$ cat config.mk
export PLATFORM = sky130hd
export DESIGN_NAME = melody_sequencer
export DESIGN_NICKNAME = d
export VERILOG_FILES = /design/src/rtl/melody_pkg.sv /design/src/rtl/melody_rom.sv /design/src/rtl/melody_sequencer.sv
export SDC_FILE = /design/constraint.sdc
export NUM_CORES = 1
export LEC_CHECK = 0
export ABC_AREA = 1
export CAP_MARGIN = 15
export CORE_ASPECT_RATIO = 0.6
export CORE_UTILIZATION = 30
export DETAILED_ROUTE_END_ITERATION = 8
export PLACE_DENSITY_LB_ADDON = 0.25
export SLEW_MARGIN = 20
export SYNTH_ARGS = -nofsm -noshare
export SYNTH_HDL_FRONTEND = slang
export SYNTH_SLANG_ARGS = --single-unit
export TNS_END_PERCENT = 20
$ cat constraint.sdc
create_clock -name clk -period 5.3 [get_ports clk]
set_input_delay 1.59 -clock clk [delete_from_list [all_inputs] [get_ports clk]]
set_output_delay 1.59 -clock clk [all_outputs]
set_load 0.02 [all_outputs]
$ cat src/rtl/melody_pkg.sv
// Shared constants for the melody sequencer: note codes, 12 MHz divider counts,
// FSM encoding and ROM word layout.
package melody_pkg;

    localparam int ROM_W = 7;

    localparam logic [3:0] NOTE_REST = 4'd0;
    localparam logic [3:0] NOTE_G4   = 4'd1;
    localparam logic [3:0] NOTE_A4   = 4'd2;
    localparam logic [3:0] NOTE_B4   = 4'd3;
    localparam logic [3:0] NOTE_C5   = 4'd4;
    localparam logic [3:0] NOTE_D5   = 4'd5;
    localparam logic [3:0] NOTE_E5   = 4'd6;
    localparam logic [3:0] NOTE_F5   = 4'd7;
    localparam logic [3:0] NOTE_G5   = 4'd8;

    // Full-period clk counts for each pitch at a 12 MHz system clock
    localparam logic [15:0] DIV_G4 = 16'd30612;
    localparam logic [15:0] DIV_A4 = 16'd27273;
    localparam logic [15:0] DIV_B4 = 16'd24297;
    localparam logic [15:0] DIV_C5 = 16'd22933;
    localparam logic [15:0] DIV_D5 = 16'd20431;
    localparam logic [15:0] DIV_E5 = 16'd18202;
    localparam logic [15:0] DIV_F5 = 16'd17181;
    localparam logic [15:0] DIV_G5 = 16'd15306;

    typedef enum logic [1:0] {
        ST_IDLE = 2'd0,
        ST_PLAY = 2'd1,
        ST_GAP  = 2'd2
    } state_t;

endpackage

$ cat src/rtl/melody_rom.sv
// Song table: 5-bit index to {note[3:0], dur[2:0]}. Entries past the song are
// silent one-beat rests.
module melody_rom
    import melody_pkg::*;
(
    input  logic [4:0]       idx,
    output logic [ROM_W-1:0] word
);

    always_comb begin
        word = '0;
        case (idx)
            5'd0:  word = {NOTE_G4, 3'd1};
            5'd1:  word = {NOTE_G4, 3'd1};
            5'd2:  word = {NOTE_A4, 3'd2};
            5'd3:  word = {NOTE_G4, 3'd2};
            5'd4:  word = {NOTE_C5, 3'd2};
            5'd5:  word = {NOTE_B4, 3'd4};
            5'd6:  word = {NOTE_G4, 3'd1};
            5'd7:  word = {NOTE_G4, 3'd1};
            5'd8:  word = {NOTE_A4, 3'd2};
            5'd9:  word = {NOTE_G4, 3'd2};
            5'd10: word = {NOTE_D5, 3'd2};
            5'd11: word = {NOTE_C5, 3'd4};
            5'd12: word = {NOTE_G4, 3'd1};
            5'd13: word = {NOTE_G4, 3'd1};
            5'd14: word = {NOTE_G5, 3'd2};
            5'd15: word = {NOTE_E5, 3'd2};
            5'd16: word = {NOTE_C5, 3'd2};
            5'd17: word = {NOTE_B4, 3'd2};
            5'd18: word = {NOTE_A4, 3'd4};
            5'd19: word = {NOTE_F5, 3'd1};
            5'd20: word = {NOTE_F5, 3'd1};
            5'd21: word = {NOTE_E5, 3'd2};
            5'd22: word = {NOTE_C5, 3'd2};
            5'd23: word = {NOTE_D5, 3'd2};
            5'd24: word = {NOTE_C5, 3'd4};
            default: word = {NOTE_REST, 3'd1};
        endcase
    end

endmodule

$ cat src/rtl/melody_sequencer.sv
// Steps through the song ROM, one beat per rising edge of beat_clk, driving the
// tone divider count with an optional silent gap between notes.
module melody_sequencer
    import melody_pkg::*;
#(
    parameter int LEN       = 25,
    parameter int GAP_BEATS = 1,
    parameter int LOOP      = 0
) (
    input  logic        clk,
    input  logic        rst_n,
    input  logic        start,
    input  logic        stop,
    input  logic        beat_clk,
    output logic [15:0] tone_div,
    output logic        tone_en,
    output logic [4:0]  note_idx,
    output logic        busy,
    output logic        done
);

    localparam int GAP_W = 8;

    state_t             state;
    logic               beat_q;
    logic               beat_edge;
    logic [2:0]         beats_left;
    logic [GAP_W-1:0]   gap_left;
    logic               last_note;
    logic [4:0]         adv_idx;
    logic [4:0]         rom_addr;
    logic [ROM_W-1:0]   rom_word;
    logic [3:0]         rom_note;
    logic [2:0]         rom_beats;
    logic [15:0]        rom_div;
    logic               rom_tone;
    logic               advance;

    function automatic logic [15:0] note_count(input logic [3:0] code);
        case (code)
            NOTE_G4: note_count = DIV_G4;
            NOTE_A4: note_count = DIV_A4;
            NOTE_B4: note_count = DIV_B4;
            NOTE_C5: note_count = DIV_C5;
            NOTE_D5: note_count = DIV_D5;
            NOTE_E5: note_count = DIV_E5;
            NOTE_F5: note_count = DIV_F5;
            NOTE_G5: note_count = DIV_G5;
            default: note_count = 16'd0;
        endcase
    endfunction

    assign beat_edge = beat_clk & ~beat_q;
    assign last_note = (note_idx >= 5'(LEN - 1));
    assign adv_idx   = last_note ? 5'd0 : note_idx + 5'd1;

    // The single ROM port serves both the first note (from IDLE) and the next note
    assign rom_addr  = (state == ST_IDLE) ? 5'd0 : adv_idx;

    melody_rom u_rom (
        .idx  (rom_addr),
        .word (rom_word)
    );

    assign rom_note  = rom_word[6:3];
    assign rom_beats = (rom_word[2:0] == 3'd0) ? 3'd1 : rom_word[2:0];
    assign rom_div   = note_count(rom_note);
    assign rom_tone  = (rom_div != 16'd0);

    assign advance = beat_edge &&
                     (((state == ST_PLAY) && (beats_left <= 3'd1) && (GAP_BEATS == 0)) ||
                      ((state == ST_GAP) && (gap_left <= GAP_W'(1))));

    always_ff @(posedge clk or negedge rst_n) begin
        if (!rst_n) begin
            state      <= ST_IDLE;
            beat_q     <= 1'b1;
            beats_left <= 3'd0;
            gap_left   <= '0;
            tone_div   <= 16'd0;
            tone_en    <= 1'b0;
            note_idx   <= 5'd0;
            busy       <= 1'b0;
            done       <= 1'b0;
        end else begin
            beat_q <= beat_clk;
            done   <= 1'b0;
            if (stop) begin
                state    <= ST_IDLE;
                tone_en  <= 1'b0;
                tone_div <= 16'd0;
                busy     <= 1'b0;
            end else if (advance) begin
                if (!last_note || (LOOP != 0)) begin
                    state      <= ST_PLAY;
                    note_idx   <= adv_idx;
                    beats_left <= rom_beats;
                    tone_div   <= rom_div;
                    tone_en    <= rom_tone;
                end else begin
                    state    <= ST_IDLE;
                    tone_en  <= 1'b0;
                    tone_div <= 16'd0;
                    busy     <= 1'b0;
                    done     <= 1'b1;
                end
            end else begin
                case (state)
                    ST_IDLE: begin
                        // A beat edge coinciding with start is not counted
                        if (start) begin
                            state      <= ST_PLAY;
                            note_idx   <= 5'd0;
                            beats_left <= rom_beats;
                            tone_div   <= rom_div;
                            tone_en    <= rom_tone;
                            busy       <= 1'b1;
                        end
                    end
                    ST_PLAY: begin
                        if (beat_edge) begin
                            if (beats_left <= 3'd1) begin
                                state    <= ST_GAP;
                                gap_left <= GAP_W'(GAP_BEATS);
                                tone_en  <= 1'b0;
                            end else begin
                                beats_left <= beats_left - 3'd1;
                            end
                        end
                    end
                    ST_GAP: begin
                        if (beat_edge) begin
                            gap_left <= gap_left - GAP_W'(1);
                        end
                    end
                    default: state <= ST_IDLE;
                endcase
            end
        end
    end

endmodule
### Word-level counts from Yosys, hierarchy flattened

Memories as Yosys holds them, arrays and structs flattened.
Cells that the tools add are included.

* register bits after elaboration: 38
* memory bits (read-only): 464
* bits of input ports: 5
* output and inout port bits: 24
* word-level logic and storage cells: 98
* memories kept: 2

Memories
* (no name shown): words 16, width 15, rd ports 1, clocked after memory_dff 0, write ports 0, RTL line melody_sequencer.sv:40 `case (code)`
* (no name shown): words 32, width 7, rd ports 1, clocked after memory_dff 0, write ports 0, RTL line melody_rom.sv:12 `case (idx)`

* add/sub/neg operators: 3
* order comparisons: 3
* eq/ne operators: 14
* muxes and demuxes: 44
* bitwise gates (word level): 4
* reduce and logical (&&, ||, !) cells: 19

Operators with widths (count)
* $mux 16: 5
* $mux 5: 6
* $mux 8: 3
* $mux 3: 6
* $pmux 8 s2: 1
* $reduce_bool 16->1: 1
* $mux 1: 15
* $ne 3x3->1 const B: 5
* $reduce_and 4->1: 3
* $reduce_and 6->1: 2
* $mux 2: 5
* $reduce_bool 3->1: 3
* $le 8x1->1 const B: 1
* $ne 4x4->1 const B: 2
* $sub 8x1->8 const B: 1
* $ne 2x2->1 const B: 3
* $pmux 2 s3: 1
* $pmux 3 s2: 1
* $reduce_bool 2->1: 3
* $add 5x1->5 const B: 1
* $ge 5x5->1 const B: 1
* $ne 4x3->1 const B: 1
* $reduce_bool 4->1: 1
* $le 3x1->1 const B: 1
* 12 further kinds: 15

### Longest topological paths before layout

An unclocked memory read counts as a cell.

* depth in word-level cells: 10
* depth in mapped cells: 25
* mapped depth without buffers: 25

### By module

From an unflattened synthesis, not the netlist that was laid out.

* cell total of the unflattened synthesis: 386
* area total of the unflattened synthesis: 2753.9 um^2

By module, submodules not included
* melody_sequencer: times used 1, cells an instance 315, area an instance 2346.0 um^2, sequential area each 927.1 um^2
* melody_rom: times used 1, cells an instance 71, area an instance 407.9 um^2, sequential area each 0.0 um^2

### Worst setup path after synthesis

OpenSTA, ideal clock, no wires.

* path type: register to register
* from: register note_idx[0]
* to: register tone_en
* arrival time: 2885 ps
* required time: 5183 ps
* setup slack: 2299 ps
* stages on the path, launching flop included: 25
* path through: dfrtp_1 > inv_1 > ha_1 > nand2_2 > nor2_2 > inv_1 > ha_1 > nand2_1 > nand3_1 > nand2_1 > nand2_1 > nand2_1 > inv_1 > ha_1 > inv_1 > nand2_1 > nand2_1 > nand2_1 > nand2_1 > inv_1 > nand2_1 > nor2_2 > nand2_1 > nand2_1 > nand2_1

* longest elaborated chain between the ends: 10
* elaborated cells on any way between the ends: 12
* those cells by class: 1 x add/sub; 1 x order compare; 7 x mux; 1 x reduce/logical; 2 x memory

Ends and longest elaborated chain
* from (decl): RTL line melody_sequencer.sv:17 `output logic [4:0] note_idx,`
* from (signal assigned): RTL line melody_sequencer.sv:96 `note_idx <= adv_idx;`
* $add 5x1->5 / $ge 5x5->1 (equally long branches): RTL line melody_sequencer.sv:55, melody_sequencer.sv:54
* $mux 5: RTL line melody_sequencer.sv:55 `assign adv_idx = last_note ? 5'd0 : note_idx + 5'd1;`
* $mux 5: RTL line melody_sequencer.sv:58 `assign rom_addr = (state == ST_IDLE) ? 5'd0 : adv_idx;`
* $mem_v2 32x7
* $mem_v2 16x15
* $reduce_bool 16->1: RTL line melody_sequencer.sv:68 `assign rom_tone = (rom_div != 16'd0);`
* $mux 1: RTL line melody_sequencer.sv:111 `if (start) begin`
* $pmux 1 s2: RTL line melody_sequencer.sv:108 `case (state)`
* $mux 1 *: RTL line melody_sequencer.sv:93 `end else if (advance) begin`
* $mux 1 *: RTL line melody_sequencer.sv:88 `if (stop) begin`
* to (signal assigned): RTL line melody_sequencer.sv:99 `tone_en <= rom_tone;`
* to (signal assigned): RTL line melody_sequencer.sv:116 `tone_en <= rom_tone;`
* to (decl): RTL line melody_sequencer.sv:16 `output logic tone_en,`

Mark *: on every way between the ends. The rest lies on a longest branch, timed or not. The select of a mux whose other input is x is not followed.
A chain may end at the register's enable or synchronous reset.

### Worst setup path in the final report

* from: input beat_clk
* to: register tone_div[1]

* longest elaborated chain between the ends: 4
* elaborated cells on any way between the ends: 7
* those cells by class: 2 x mux; 1 x bitwise; 4 x reduce/logical

Ends and longest elaborated chain
* from (decl): RTL line melody_sequencer.sv:14 `input logic beat_clk,`
* $and 1x1->1 *: RTL line melody_sequencer.sv:53 `assign beat_edge = beat_clk & ~beat_q;`
* $logic_and 1x1->1 *: RTL line melody_sequencer.sv:70 `assign advance = beat_edge &&`
* $reduce_bool 3->1 (no source line) / $mux 16 (equally long branches)
* $reduce_and 2->1 (no source line) / $mux 16 (equally long branches)
* to (signal assigned): RTL line melody_sequencer.sv:98 `tone_div <= rom_div;`
* to (signal assigned): RTL line melody_sequencer.sv:115 `tone_div <= rom_div;`
* to (decl): RTL line melody_sequencer.sv:15 `output logic [15:0] tone_div,`

Mark *: on every way between the ends. The rest lies on a longest branch, timed or not.

==> out/metrics.yaml <==
drtPass1Iterations: 4
drv_slew: 0
clkTransAtPathRegs_ps: 60
finalSetupViolations: 0
post_cts_buffers: 0
std_cell_rows: 26
rsz0062_at_grt: "false"
drive_gt1_frac: 0.146
syn2layout_area_growth_pct: 17.3
synth_most_common_cell: "nand2_1"
multiInputGateArea_sq_um: 1610
start_kind: "input port"
synth_commonest_cells: "86 x nand2_1, 43 x inv_1, 36 x dfrtp_1"
dp_slack_ps: 1150
drt-total-wl_um: 7160
cts_tree: "built"
dp_hpwl_um: 5550
tns_ps: 0
drc: 0
seq_area_frac_synth: 0.330
grt_antenna_before_repair: 0
vias: 2506
die_y_um: 76.9
final_nets: 422
cp-end-kind: "flop"
grt_pass1_wl_um: 12200
drv_cap: 0
synth_area_per_cell_sq_um: 7.59
power.density_nw_per_um2: 292
yosys.area.top_type_share: 0.321
fmax_mhz: 270
fin_crit_sh: 0.698
ir_drop_mv: 0.133
ys_warn_count: 0
p_total_mw: 0.960
gp_congestion: 0.897
cts_buffers: 5
antenna_left: 0
core_area_sq_um: 8780
synth_area_leaders: "dfrtp_1 32%, nand2_1 11%, ha_1 9.4%"
cts_repair_resize_count: 0
cp_max_fo: 12
synth_edf_count: 0
setup_ws_ps: 1600
clock_latency_ps: 280
worstPathRequired_ps: 5470
yosysUniqueCellTypes: 46
path_cells: "clkdlybuf4s50_1 > inv_1 > nor2_1 > nand3_1 > nor4_4 > nand2_1 > nand2_1 > nor2_1 > buf_4 > inv_1 > a21oi_1 > a21o_1"
num-fill-cells: 949
fin_skew_ps: 2.95
hold-worst-slack_ps: 480
io_buffers: 27
regArea_sq_um: 927
p_leak_nw: 1.62
hold_buffers: 0
worstPathArrival_ps: 3880
synth_cells: 370
worst_pin_slew_ps: 853
max_stage_delay_ps: 470
syn_area_sq_um: 2810
gr-total-overflow: 0
die_area_sq_um: 9760
drt_iter0_markers: 160
grt_pass1_vias: 2402
antenna_cells: 0
ctsRootBufferMaster: "clkbuf_16"
avgViaCountPerCell: 4.92
cts_sinks: 37
htree_levels: 2
hold_class: "flop to flop"
track_usage: 0.159
die_x_um: 127
ys_seq_elements: 37
synthArstFlopShare: 1.00
mappedNetlistNets: 396
worst_path_max_delay_cell: "clkdlybuf4s50_1"
relSlewSlack: 0.431
hold_viol: 0
yosys.area.top_type: "dfrtp_1"
clock_path_buffers: 2
grt_max_degree: 38
pin_count: 29
fin_crit_ps: 3700
wl_per_cell_um: 14.1
initial_core_util: 0.320
crit_type: "input port to flop"
status: "finished clean"
synth_ff_type: "dfrtp_1"
## placed cells by master, fill, tap and decap left out, types with 2 or more instances in the layout
cell             count
a21o_1               3
a21oi_1             13
a21oi_2              2
a32o_1               2
clkbuf_1             2
clkbuf_16            5
clkdlybuf4s50_1     26
dfrtp_1             36
ha_1                21
inv_1               43
inv_2                7
nand2_1             86
nand2_2             14
nand2_4              2
nand3_1             28
nand3_2              4
nand4_1              7
nand4_2              2
nor2_1              27
nor2_2               8
nor2_4               4
o21ai_0             24
o22ai_1              5
o31ai_1              2
xnor2_1              2
xor2_1               2
## cell type report
| type | instances | share of cell area |
|---|---|---|
| flip-flops and latches | 37 | 0.282 |
| well taps | 112 | 0.0426 |
| multi-input cells | 272 | 0.489 |
| clock buffers | 8 | 0.0445 |
| repair buffers | 28 | 0.0828 |
| inverters | 52 | 0.0600 |
## power by group
part | total (mW) | switching, mW | internal, mW | leakage [nW]
Clock | 0.304 | 0.116 | 0.188 | 0.0712
Sequential | 0.373 | 0.0383 | 0.335 | 0.478
Combinational | 0.283 | 0.179 | 0.105 | 1.08
Total | 0.960 | 0.333 | 0.627 | 1.62
## critical path: cells and delay by family
kind	cells	cell delay, ps
AND/OR/NAND/NOR	6	1050
buffers and inverters	4	960
AO/OA/AOI/OAI	2	250
## cell families after synthesis
| group | Yosys count | share of synthesized area |
|---|---|---|
| adder cells (fa/ha/maj) | 21 | 0.0936 |
| XOR/XNOR | 4 | 0.0125 |
| flip-flops | 37 | 0.330 |
| AO/OA/AOI/OAI | 56 | 0.119 |
| buffers and inverters | 61 | 0.0976 |
| AND/OR/NAND/NOR | 190 | 0.346 |
| other | 1 | 0.00134 |
## worst paths after layout
kind / start / end / slack, ps / cells after the start
min in group asynchronous: rst_n / beats_left[1] / 1400 / 1
hold / removal: tone_div[11] / tone_div[11] / 480 / 1
setup / recovery: beat_clk / tone_div[1] / 1600 / 12
max in group asynchronous: rst_n / tone_div[12] / 3350 / 1
hold reg to reg: tone_div[11] / tone_div[11] / 480 / 1
setup reg to reg: note_idx[0] / tone_en / 1860 / 24
## flip-flops by register name (all words and copies together), names as in the netlist
name and cells:
beat_q 1, beats_left 3, busy 1, done 1
gap_left 8, note_idx 5, state 2, tone_div 15
tone_en 1
## routing by layer
metal	track usage	vias to the layer above	share of wire
met4	0.0357	0	0.0077
met2	0.216	62	0.39
li1	-	1246	-
met1	0.246	1192	0.55
met3	0.0363	6	0.061
met5	0	-	0
## per-stage QoR
stage	std cells	util	area, sq um
after floorplan	370	-	2810
after global placement	501	0.358	3140
after detailed placement	501	0.358	3140
after CTS	509	0.375	3290
after global routing	509	0.375	3290
final	509	0.375	3290
Power figures use the tool's default switching activity.
